$ cat src/rtl/ccd_frame_capture.sv
// Sensor front end: registers the raw pixel bus and FVAL/LVAL, gates capture to whole
// frames under start/stop control, and emits qualified pixels with column/row coordinates.
module ccd_frame_capture #(
  parameter int H_ACTIVE = 1280,
  parameter int V_ACTIVE = 960
) (
  input  logic        iCLK,
  input  logic        iRST,
  input  logic [11:0] iDATA,
  input  logic        iFVAL,
  input  logic        iLVAL,
  input  logic        iSTART,
  input  logic        iEND,
  output logic [11:0] oDATA,
  output logic        oDVAL,
  output logic [10:0] oX_Cont,
  output logic [10:0] oY_Cont,
  output logic [31:0] oFrame_Cont,
  output logic        oCapturing
);

  typedef enum logic [1:0] {IDLE, ARMED, CAPTURE, STOP_PEND} state_t;

  localparam logic [10:0] X_LAST = 11'(H_ACTIVE - 1);
  localparam logic [10:0] Y_LAST = 11'(V_ACTIVE - 1);

  state_t      state;
  logic [11:0] data_s1;
  logic        fval_s1, lval_s1, fval_d, lval_d;
  logic [10:0] nx, ny, cur_nx, cur_ny, ny_inc;
  logic        frame_start, frame_end, lval_fall, active, pix_vld;

  always_comb begin
    frame_start = fval_s1 & ~fval_d;
    frame_end   = ~fval_s1 & fval_d;
    lval_fall   = ~lval_s1 & lval_d;
    // The frame-start cycle counts as active while armed so the first pixel is kept.
    active      = (state == CAPTURE) || (state == STOP_PEND) ||
                  ((state == ARMED) && frame_start);
    pix_vld     = fval_s1 & lval_s1 & active;
    cur_nx      = frame_start ? 11'd0 : nx;
    cur_ny      = frame_start ? 11'd0 : ny;
    ny_inc      = (cur_ny == Y_LAST) ? 11'd0 : cur_ny + 11'd1;
  end

  always_ff @(posedge iCLK or negedge iRST) begin
    if (!iRST) begin
      data_s1 <= '0;
      fval_s1 <= 1'b0;
      lval_s1 <= 1'b0;
      fval_d  <= 1'b0;
      lval_d  <= 1'b0;
    end else begin
      data_s1 <= iDATA;
      fval_s1 <= iFVAL;
      lval_s1 <= iLVAL;
      fval_d  <= fval_s1;
      lval_d  <= lval_s1;
    end
  end

  always_ff @(posedge iCLK or negedge iRST) begin
    if (!iRST) begin
      nx      <= '0;
      ny      <= '0;
      oDATA   <= '0;
      oDVAL   <= 1'b0;
      oX_Cont <= '0;
      oY_Cont <= '0;
    end else begin
      oDVAL <= pix_vld;
      if (pix_vld) begin
        oDATA   <= data_s1;
        oX_Cont <= cur_nx;
        oY_Cont <= cur_ny;
        if (cur_nx == X_LAST) begin
          nx <= '0;
          ny <= ny_inc;
        end else begin
          nx <= cur_nx + 11'd1;
          ny <= cur_ny;
        end
      end else if (lval_fall && cur_nx != 11'd0) begin
        // Line ended short of H_ACTIVE: move to the next row anyway.
        nx <= '0;
        ny <= ny_inc;
      end else begin
        nx <= cur_nx;
        ny <= cur_ny;
      end
    end
  end

  always_ff @(posedge iCLK or negedge iRST) begin
    if (!iRST) begin
      state       <= IDLE;
      oFrame_Cont <= '0;
      oCapturing  <= 1'b0;
    end else begin
      case (state)
        IDLE: if (iSTART && !iEND) state <= ARMED;
        ARMED: begin
          if (frame_start) begin
            state      <= iEND ? STOP_PEND : CAPTURE;
            oCapturing <= 1'b1;
          end else if (iEND) begin
            state <= IDLE;
          end
        end
        CAPTURE: begin
          if (frame_end) oFrame_Cont <= oFrame_Cont + 32'd1;
          if (iEND) state <= STOP_PEND;
        end
        STOP_PEND: begin
          if (frame_end) begin
            oFrame_Cont <= oFrame_Cont + 32'd1;
            state       <= IDLE;
            oCapturing  <= 1'b0;
          end
        end
        default: begin
          state      <= IDLE;
          oCapturing <= 1'b0;
        end
      endcase
    end
  end

endmodule

$ cat config.mk
export PLATFORM = sky130hd
export DESIGN_NAME = ccd_frame_capture
export DESIGN_NICKNAME = d
export VERILOG_FILES = /design/src/rtl/ccd_frame_capture.sv
export SDC_FILE = /design/constraint.sdc
export NUM_CORES = 1
export LEC_CHECK = 0
export ABC_AREA = 1
export ABC_CLOCK_PERIOD_IN_PS = 1900
export CAP_MARGIN = 20
export CELL_PAD_IN_SITES_DETAIL_PLACEMENT = 1
export CELL_PAD_IN_SITES_GLOBAL_PLACEMENT = 2
export CORE_ASPECT_RATIO = 1.5
export CORE_MARGIN = 5
export CORE_UTILIZATION = 29
export DETAILED_ROUTE_END_ITERATION = 10
export PLACE_DENSITY = 0.82
export SLEW_MARGIN = 15
export SYNTH_ARGS = -nofsm -noshare
export SYNTH_HDL_FRONTEND = slang
export SYNTH_SLANG_ARGS = --single-unit
$ cat constraint.sdc
create_clock -name iCLK -period 1.9 [get_ports iCLK]
set_input_delay 0.57 -clock iCLK [delete_from_list [all_inputs] [get_ports iCLK]]
set_output_delay 0.57 -clock iCLK [all_outputs]
set_load 0.01 [all_outputs]
==> impl_metrics.env, run 1 <==
export IMPL_antenna_found_initial=0
export IMPL_ios=86
export IMPL_cp_arrival_ns=1.28
export IMPL_synth_seq_cells=108
export IMPL_fp_coreArea_um2=17940
export IMPL_final_util=0.4073
export IMPL_die_h_um=175.2
export IMPL_clk_latency_ns=0.35
export IMPL_num_rows=60
export IMPL_crit_chain="clkdlybuf4s50_1"
export IMPL_synthesis_nets=658
export IMPL_p_sw_frac=0.3124
export IMPL_cp_required_ns=1.33
export IMPL_dr_pass1_iters=4
export IMPL_pre_cts_slack_ns=-0.08385
export IMPL_diodes=0
export IMPL_synth_yosys_seq_area_share=0.5121
export IMPL_synth_area_um2=5278
export IMPL_tns_ns=0
export IMPL_postSynth_asyncResetShare=1.000
export IMPL_grt_pass1_vias=5319
export IMPL_skew_ns=0.01011
export IMPL_vias=4719
export IMPL_port_buffers=85
export IMPL_path_delay_family="buffers and inverters"
export IMPL_fmax_ghz=0.5400
export IMPL_finalWirelength_um=15690
export IMPL_crit_type="flip-flop to output port"
export IMPL_pwr_share_comb=0.263
export IMPL_routed_via_density=4.728
export IMPL_path_clk_slew_ns=0.08
export IMPL_ir_drop_mv=0.4579
export IMPL_fin_cells=998
export IMPL_setup_violations=0
export IMPL_synth_cell_types=37
export IMPL_cts_hold_buf=0
export IMPL_internal_power_mw=4.423
export IMPL_syn_instance_count=636
export IMPL_drive_above_1_share=0.1844
export IMPL_cp_slowest_stage_delay_ns=0.56
export IMPL_tritoncts="yes"
export IMPL_hold_violations=0
export IMPL_synth_adder_area_share=0.009483
export IMPL_drv_slew=0
export IMPL_remaining_drc_errors=0
export IMPL_synth_mux_area_frac=0
export IMPL_hp_class="input port to asynchronous set/reset pin"
export IMPL_grt_max_degree=58
export IMPL_synth_top_family_by_area="simple AND/OR/NAND/NOR gates"
export IMPL_drtIter0Drc=140
export IMPL_worst_pin_slew_ns=0.3511
export IMPL_htreeDepth=3
export IMPL_grtUsageMet3=0.03886
export IMPL_synth_edf_count=0
export IMPL_synthSimpleGateAreaFrac=0.2992
export IMPL_end_kind="output port"
export IMPL_area_delta_synth_final_pct=38.48
export IMPL_clk_path_buf_depth=2
export IMPL_fin_ws_ns=0.04800
export IMPL_dp_hpwl_um=11570
export IMPL_dieArea_um2=21050
export IMPL_switchingPower_mw=2.010
export IMPL_worst_path_buf_inv=1
export IMPL_grt_util_all_layers=0.1516
export IMPL_met1_usage=0.1673
export IMPL_grt_pass1_wl_um=25940
export IMPL_grt_use_met2=0.2871
export IMPL_synth_compound_area_frac=0.05690
export IMPL_clkPwrFrac=0.302
export IMPL_crit_fanout=2
export IMPL_rsz0062_at_grt="yes"
export IMPL_total_leakage_power_nw=3.666
export IMPL_placed_cells=964
export IMPL_cts_root_buffer="clkbuf_16"
export IMPL_slew_headroom=0.7638
export IMPL_hold_ws_ns=0.08124
export IMPL_detail_route_wl_per_cell_um=15.72
export IMPL_grt_busiest_layer="met2"
export IMPL_avgSynthCellArea_um2=8.298
export IMPL_ys_warn_count=0
export IMPL_ys_flop_type="dfrtp_1"
export IMPL_synth_xor_area_frac=0.05311
export IMPL_seqPwrFrac=0.435
export IMPL_ant_nets=0
export IMPL_initial_utilization=0.2941
export IMPL_status="completed"
export IMPL_post_route_period_util=0.9747
export IMPL_power_density_nw_per_um2=880.2
export IMPL_final_fill_count=2144
export IMPL_min_period_ns=1.852
export IMPL_cts_sinks=108
export IMPL_cap_viol_max_count=0
export IMPL_gp_congestion=0.8619
export IMPL_die_w_um=120.1
export IMPL_cts_buffers=9
export IMPL_cp_slowest_cell="clkdlybuf4s50_1"
export IMPL_critPathLaunchType="flip-flop"
export IMPL_final_nets=798
export IMPL_grt_overflow=0
[stage by stage]
| step | cell area, um2 | power [mW] |
|---|---|---|
| 4_1_cts | 7046 | 6.395 |
| 2_1_floorplan | 5280 | 3.512 |
| 6_report | 7308 | 6.433 |
| 5_1_grt | 7308 | 6.808 |
| 3_3_place_gp | 6655 | 4.328 |
| 3_5_place_dp | 6655 | 4.411 |
[cells in the final DEF, fill, tap and decap left out, drive strengths merged]
master         Yosys  routed
nand2            222     222
dfrtp            108     108
inv               68      69
buf               10      59
clkdlybuf4s50      0      57
nor2              54      54
nand3             47      47
o21ai             47      47
dlygate4sd2        0      20
xor2              19      19
nor3              14      14
xnor2             13      13
clkbuf             5      12
nand4              8       8
dlymetal6s2s       0       7
nor4               5       5
o22ai              4       4
ha                 4       4
clkinv             1       3
a21oi              2       2
nand3b             2       2
clkinvlp           0       1
o211ai             1       1
a21boi             1       1
o31ai              1       1
bufinv             0       1
[path summary, 6_finish.rpt]
path	startpoint	to	slack, ns	depth (start not counted)
worst max-delay path	oDATA[3]	oDATA[3]	0.05	1
worst min-delay path	iRST	oFrame_Cont[15]	0.08	1
worst max register to register	fval_s1	ny[6]	0.07	14
worst min register to register	data_s1[5]	oDATA[5]	0.45	2
max in group asynchronous	iRST	oFrame_Cont[27]	1.21	2
min in group iCLK	data_s1[5]	oDATA[5]	0.45	2
[cell usage after synthesis (4+ instances only)]
cell,count,area (um2)
buf_2,5,25.02
clkbuf_1,5,18.77
dfrtp_1,108,2703
ha_1,4,50.05
inv_1,67,251.5
nand2_1,215,807.0
nand2_2,4,25.02
nand3_1,42,210.2
nand4_1,8,50.05
nor2_1,44,165.2
nor2_2,7,43.79
nor3_1,12,60.06
nor4_1,5,31.28
o21ai_0,35,175.2
o21ai_1,10,50.05
o22ai_1,4,25.02
xnor2_1,13,113.9
xor2_1,19,166.4
[power by group through the flow]
stage	combinational, mW	sequential [mW]	clock (mW)
after global placement	1.50	2.82	0
final	1.69	2.80	1.94
after floorplan	0.605	2.91	0
after CTS	1.57	2.80	2.02
after global routing	1.85	2.84	2.11
after detailed placement	1.57	2.84	0
[registers in the layout, summed over array words and instances (netlist names), named ones only]
| name | flops |
|---|---|
| oCapturing | 1 |
| oFrame_Cont | 32 |
| oX_Cont | 11 |
| lval_s1 | 1 |
| fval_d | 1 |
| oDATA | 12 |
| oDVAL | 1 |
| data_s1 | 12 |
| oY_Cont | 11 |
| state | 1 |
| nx | 11 |
| fval_s1 | 1 |
| lval_d | 1 |
| ny | 11 |
[kinds of logic after synthesis]
| logic type | count (synthesis) |
|---|---|
| AND/OR/NAND/NOR | 352 |
| buffers and inverters | 84 |
| flip-flops | 108 |
| AO/OA/AOI/OAI | 56 |
| XOR/XNOR | 32 |
| adder cells (fa/ha/maj) | 4 |
[metal layers]
metal | share of wire | routed length [um]
met5 | 0 | 0
met4 | 0.016 | 248
met3 | 0.043 | 679
met2 | 0.54 | 8419
met1 | 0.40 | 6341
[cell type report]
class	instances	area, um2	area share
inverter	69	264.0	0.03612
tap	217	271.5	0.03715
clock buffer	11	232.7	0.03184
clock inverter	5	67.56	0.009245
multi-input combinational	444	2394	0.3275
timing repair buffer	144	1368	0.1871
sequential	108	2711	0.3710
[repair_timing]
action                     4_1_cts  5_1_grt
pin swaps                        5       16
gates cloned                     0        1
buffers inserted                 8        9
setup endpoints to repair       45       39
gates resized for setup         40       48
Power figures use the tool's default switching activity.
==> run 2, diff against run 1 <==
PLACE_DENSITY = 0.81   (was 0.82)
==> run 2 against run 1 <==
Clock-buffer cell count down 2. Clock skew rose by 0.0028 ns. Setup slack worse by 0.046 ns. Wire length up 3.0%. Sequential share of layout area fell by 0.64 points. Power rose by 1.0%. Final area increased by 1.8%. Worst hold slack worse by 0.0048 ns. Sequential power about the same. Via count grew 1.3%. Maximum frequency shrank 2.4%. Flip-flop and latch count unchanged. Critical endpoint is now ny[4]. Largest cell class unchanged.
==> impl_metrics.env, run 2 (synthesis gave the netlist of run 1 again) <==
export IMPL_status="completed"
export IMPL_area_delta_synth_final_pct=40.92
export IMPL_diodes=0
export IMPL_rsz0062_at_grt="yes"
export IMPL_cts_root_buffer="clkbuf_16"
export IMPL_cts_hold_buf=0
export IMPL_switchingPower_mw=2.108
export IMPL_layout_common_cells="206 x nand2_1, 101 x dfrtp_1, 64 x buf_4"
export IMPL_dieArea_um2=21050
export IMPL_final_nets=814
export IMPL_pwr_share_comb=0.280
export IMPL_ant_nets=0
export IMPL_reg_top3="oFrame_Cont: 32 flops, data_s1: 12 flops, oDATA: 12 flops"
export IMPL_worst_path_buf_inv=3
export IMPL_cts_buffers=9
export IMPL_grt_pass1_vias=5321
export IMPL_path_delay_family="simple AND/OR/NAND/NOR gates"
export IMPL_initial_utilization=0.2941
export IMPL_dp_hpwl_um=11640
export IMPL_drv_slew=0
export IMPL_seq_area_um2=2711
export IMPL_cp_required_ns=2.19
export IMPL_detail_route_wl_per_cell_um=15.94
export IMPL_tritoncts="yes"
export IMPL_p_sw_frac=0.3244
export IMPL_multiInputGateArea_um2=2379
export IMPL_die_w_um=120.1
export IMPL_cp_slowest_cell="dfrtp_1"
export IMPL_largest_reg_flops=32
export IMPL_setup_violations=0
export IMPL_ir_drop_mv=0.4584
export IMPL_cp_arrival_ns=2.19
export IMPL_tns_ns=0
export IMPL_fmax_ghz=0.5270
export IMPL_vias=4782
export IMPL_grt_max_degree=50
export IMPL_fp_coreArea_um2=17940
export IMPL_routed_via_density=4.716
export IMPL_grt_overflow=0
export IMPL_clk_latency_ns=0.36
export IMPL_critPathLaunchType="flip-flop"
export IMPL_grt_pass1_wl_um=26660
export IMPL_end_kind="flip-flop"
export IMPL_drive_above_1_share=0.2008
export IMPL_drtIter0Drc=126
export IMPL_ios=86
export IMPL_largest_register="oFrame_Cont"
export IMPL_hold_violations=0
export IMPL_internal_power_mw=4.389
export IMPL_dr_pass1_iters=4
export IMPL_fin_ws_ns=0.002322
export IMPL_min_period_ns=1.898
export IMPL_path_clk_slew_ns=0.08
export IMPL_cp_slowest_stage_delay_ns=0.40
export IMPL_total_leakage_power_nw=3.776
export IMPL_clk_path_buf_depth=2
export IMPL_slew_headroom=0.7030
export IMPL_port_buffers=85
export IMPL_die_h_um=175.2
export IMPL_pre_cts_slack_ns=-0.1244
export IMPL_num_rows=60
export IMPL_htreeDepth=3
export IMPL_hp_class="input port to asynchronous set/reset pin"
export IMPL_crit_type="flip-flop to flip-flop"
export IMPL_antenna_found_initial=0
export IMPL_cap_viol_max_count=0
export IMPL_clkPwrFrac=0.292
export IMPL_grt_util_all_layers=0.1560
export IMPL_final_fill_count=2111
export IMPL_skew_ns=0.01295
export IMPL_power_density_nw_per_um2=873.6
export IMPL_cts_sinks=108
export IMPL_final_common_cell="nand2_1"
export IMPL_finalWirelength_um=16170
export IMPL_crit_chain="buf_6 > nor2_4 > nor2_4 > inv_2 > ha_4 > nand3_4 > nor2_4 > nand2_2 > nand2_4 > buf_8 > nand2_1 > o21ai_1 > nand2_1 > nand2_1"
export IMPL_seqPwrFrac=0.428
export IMPL_post_route_period_util=0.9988
export IMPL_crit_fanout=7
export IMPL_remaining_drc_errors=0
export IMPL_worst_pin_slew_ns=0.4415
export IMPL_gp_congestion=0.8402
run 2: cell types whose count changed in the layout (fill, tap and decap cells not counted), sizes merged:
cell	change
buf	+16
dlygate4sd2	-7
dlymetal6s2s	+6
clkbuf	-2
clkinvlp	+2
bufinv	-1
clkdlybuf4s50	+1
clkinv	+1
run 2: power by group through the flow:
stage | registers, mW | logic, mW | clock network (mW)
5_1_grt | 2.81 | 2.00 | 2.08
3_5_place_dp | 2.85 | 1.57 | 0
3_3_place_gp | 2.84 | 1.50 | 0
4_1_cts | 2.78 | 1.67 | 1.99
6_report | 2.78 | 1.82 | 1.90
2_1_floorplan | 2.91 | 0.605 | 0
run 2: metrics by stage:
step | hold slack, ns | std cells | util | cell area, um2 | power (mW)
final | 0.07646 | 1014 | 0.4145 | 7437 | 6.497
after global placement | 0.4163 | 962 | 0.3687 | 6615 | 4.336
after floorplan | 0.2744 | 636 | - | 5280 | 3.512
after detailed placement | 0.4292 | 962 | 0.3687 | 6615 | 4.416
after global routing | 0.07910 | 1014 | 0.4145 | 7437 | 6.896
after CTS | 0.07366 | 999 | 0.3974 | 7129 | 6.452
run 2: final cells by class:
cell class,instances,share of cell area
multi-input combinational,444,0.3198
inverter,69,0.03550
tap,217,0.03651
sequential,108,0.3646
clock inverter,7,0.01060
clock buffer,9,0.03028
timing repair buffer,160,0.2027
run 2: final timing paths:
path,slack [ns],depth (start not counted),from,endpoint
hold / removal,0.08,1,iRST,oFrame_Cont[28]
hold reg to reg,0.44,0,lval_s1,lval_d
max in group asynchronous,1.26,2,iRST,fval_s1
setup / recovery,0.002,14,fval_d,ny[4]
setup reg to reg,0.002,14,fval_d,ny[4]
min in group iCLK,0.44,0,lval_s1,lval_d
run 2: repair_timing:
action / CTS / global route
gates resized for setup: 37 / 59
setup endpoints to repair: 51 / 63
buffers inserted: 21 / 16
pin swaps: 6 / 20
cloned: 0 / 1
run 2: metal layers:
layer / global-route usage / up-vias / wire length, um
li1: - / 2321 / -
met1: 0.1730 / 2363 / 6261
met2: 0.2946 / 77 / 8987
met3: 0.03174 / 21 / 589
met4: 0.04826 / 0 / 326
met5: 0 / - / 0
run 2: worst register-to-register path: cells and delay by family, from the launching register on:
family	cells	cell delay [ns]
and+or+nand+nor	9	0.87
adders and majority gates	1	0.14
DFF	1	0.40
buffers and inverters	3	0.35
AOI/OAI and AO/OA	1	0.09
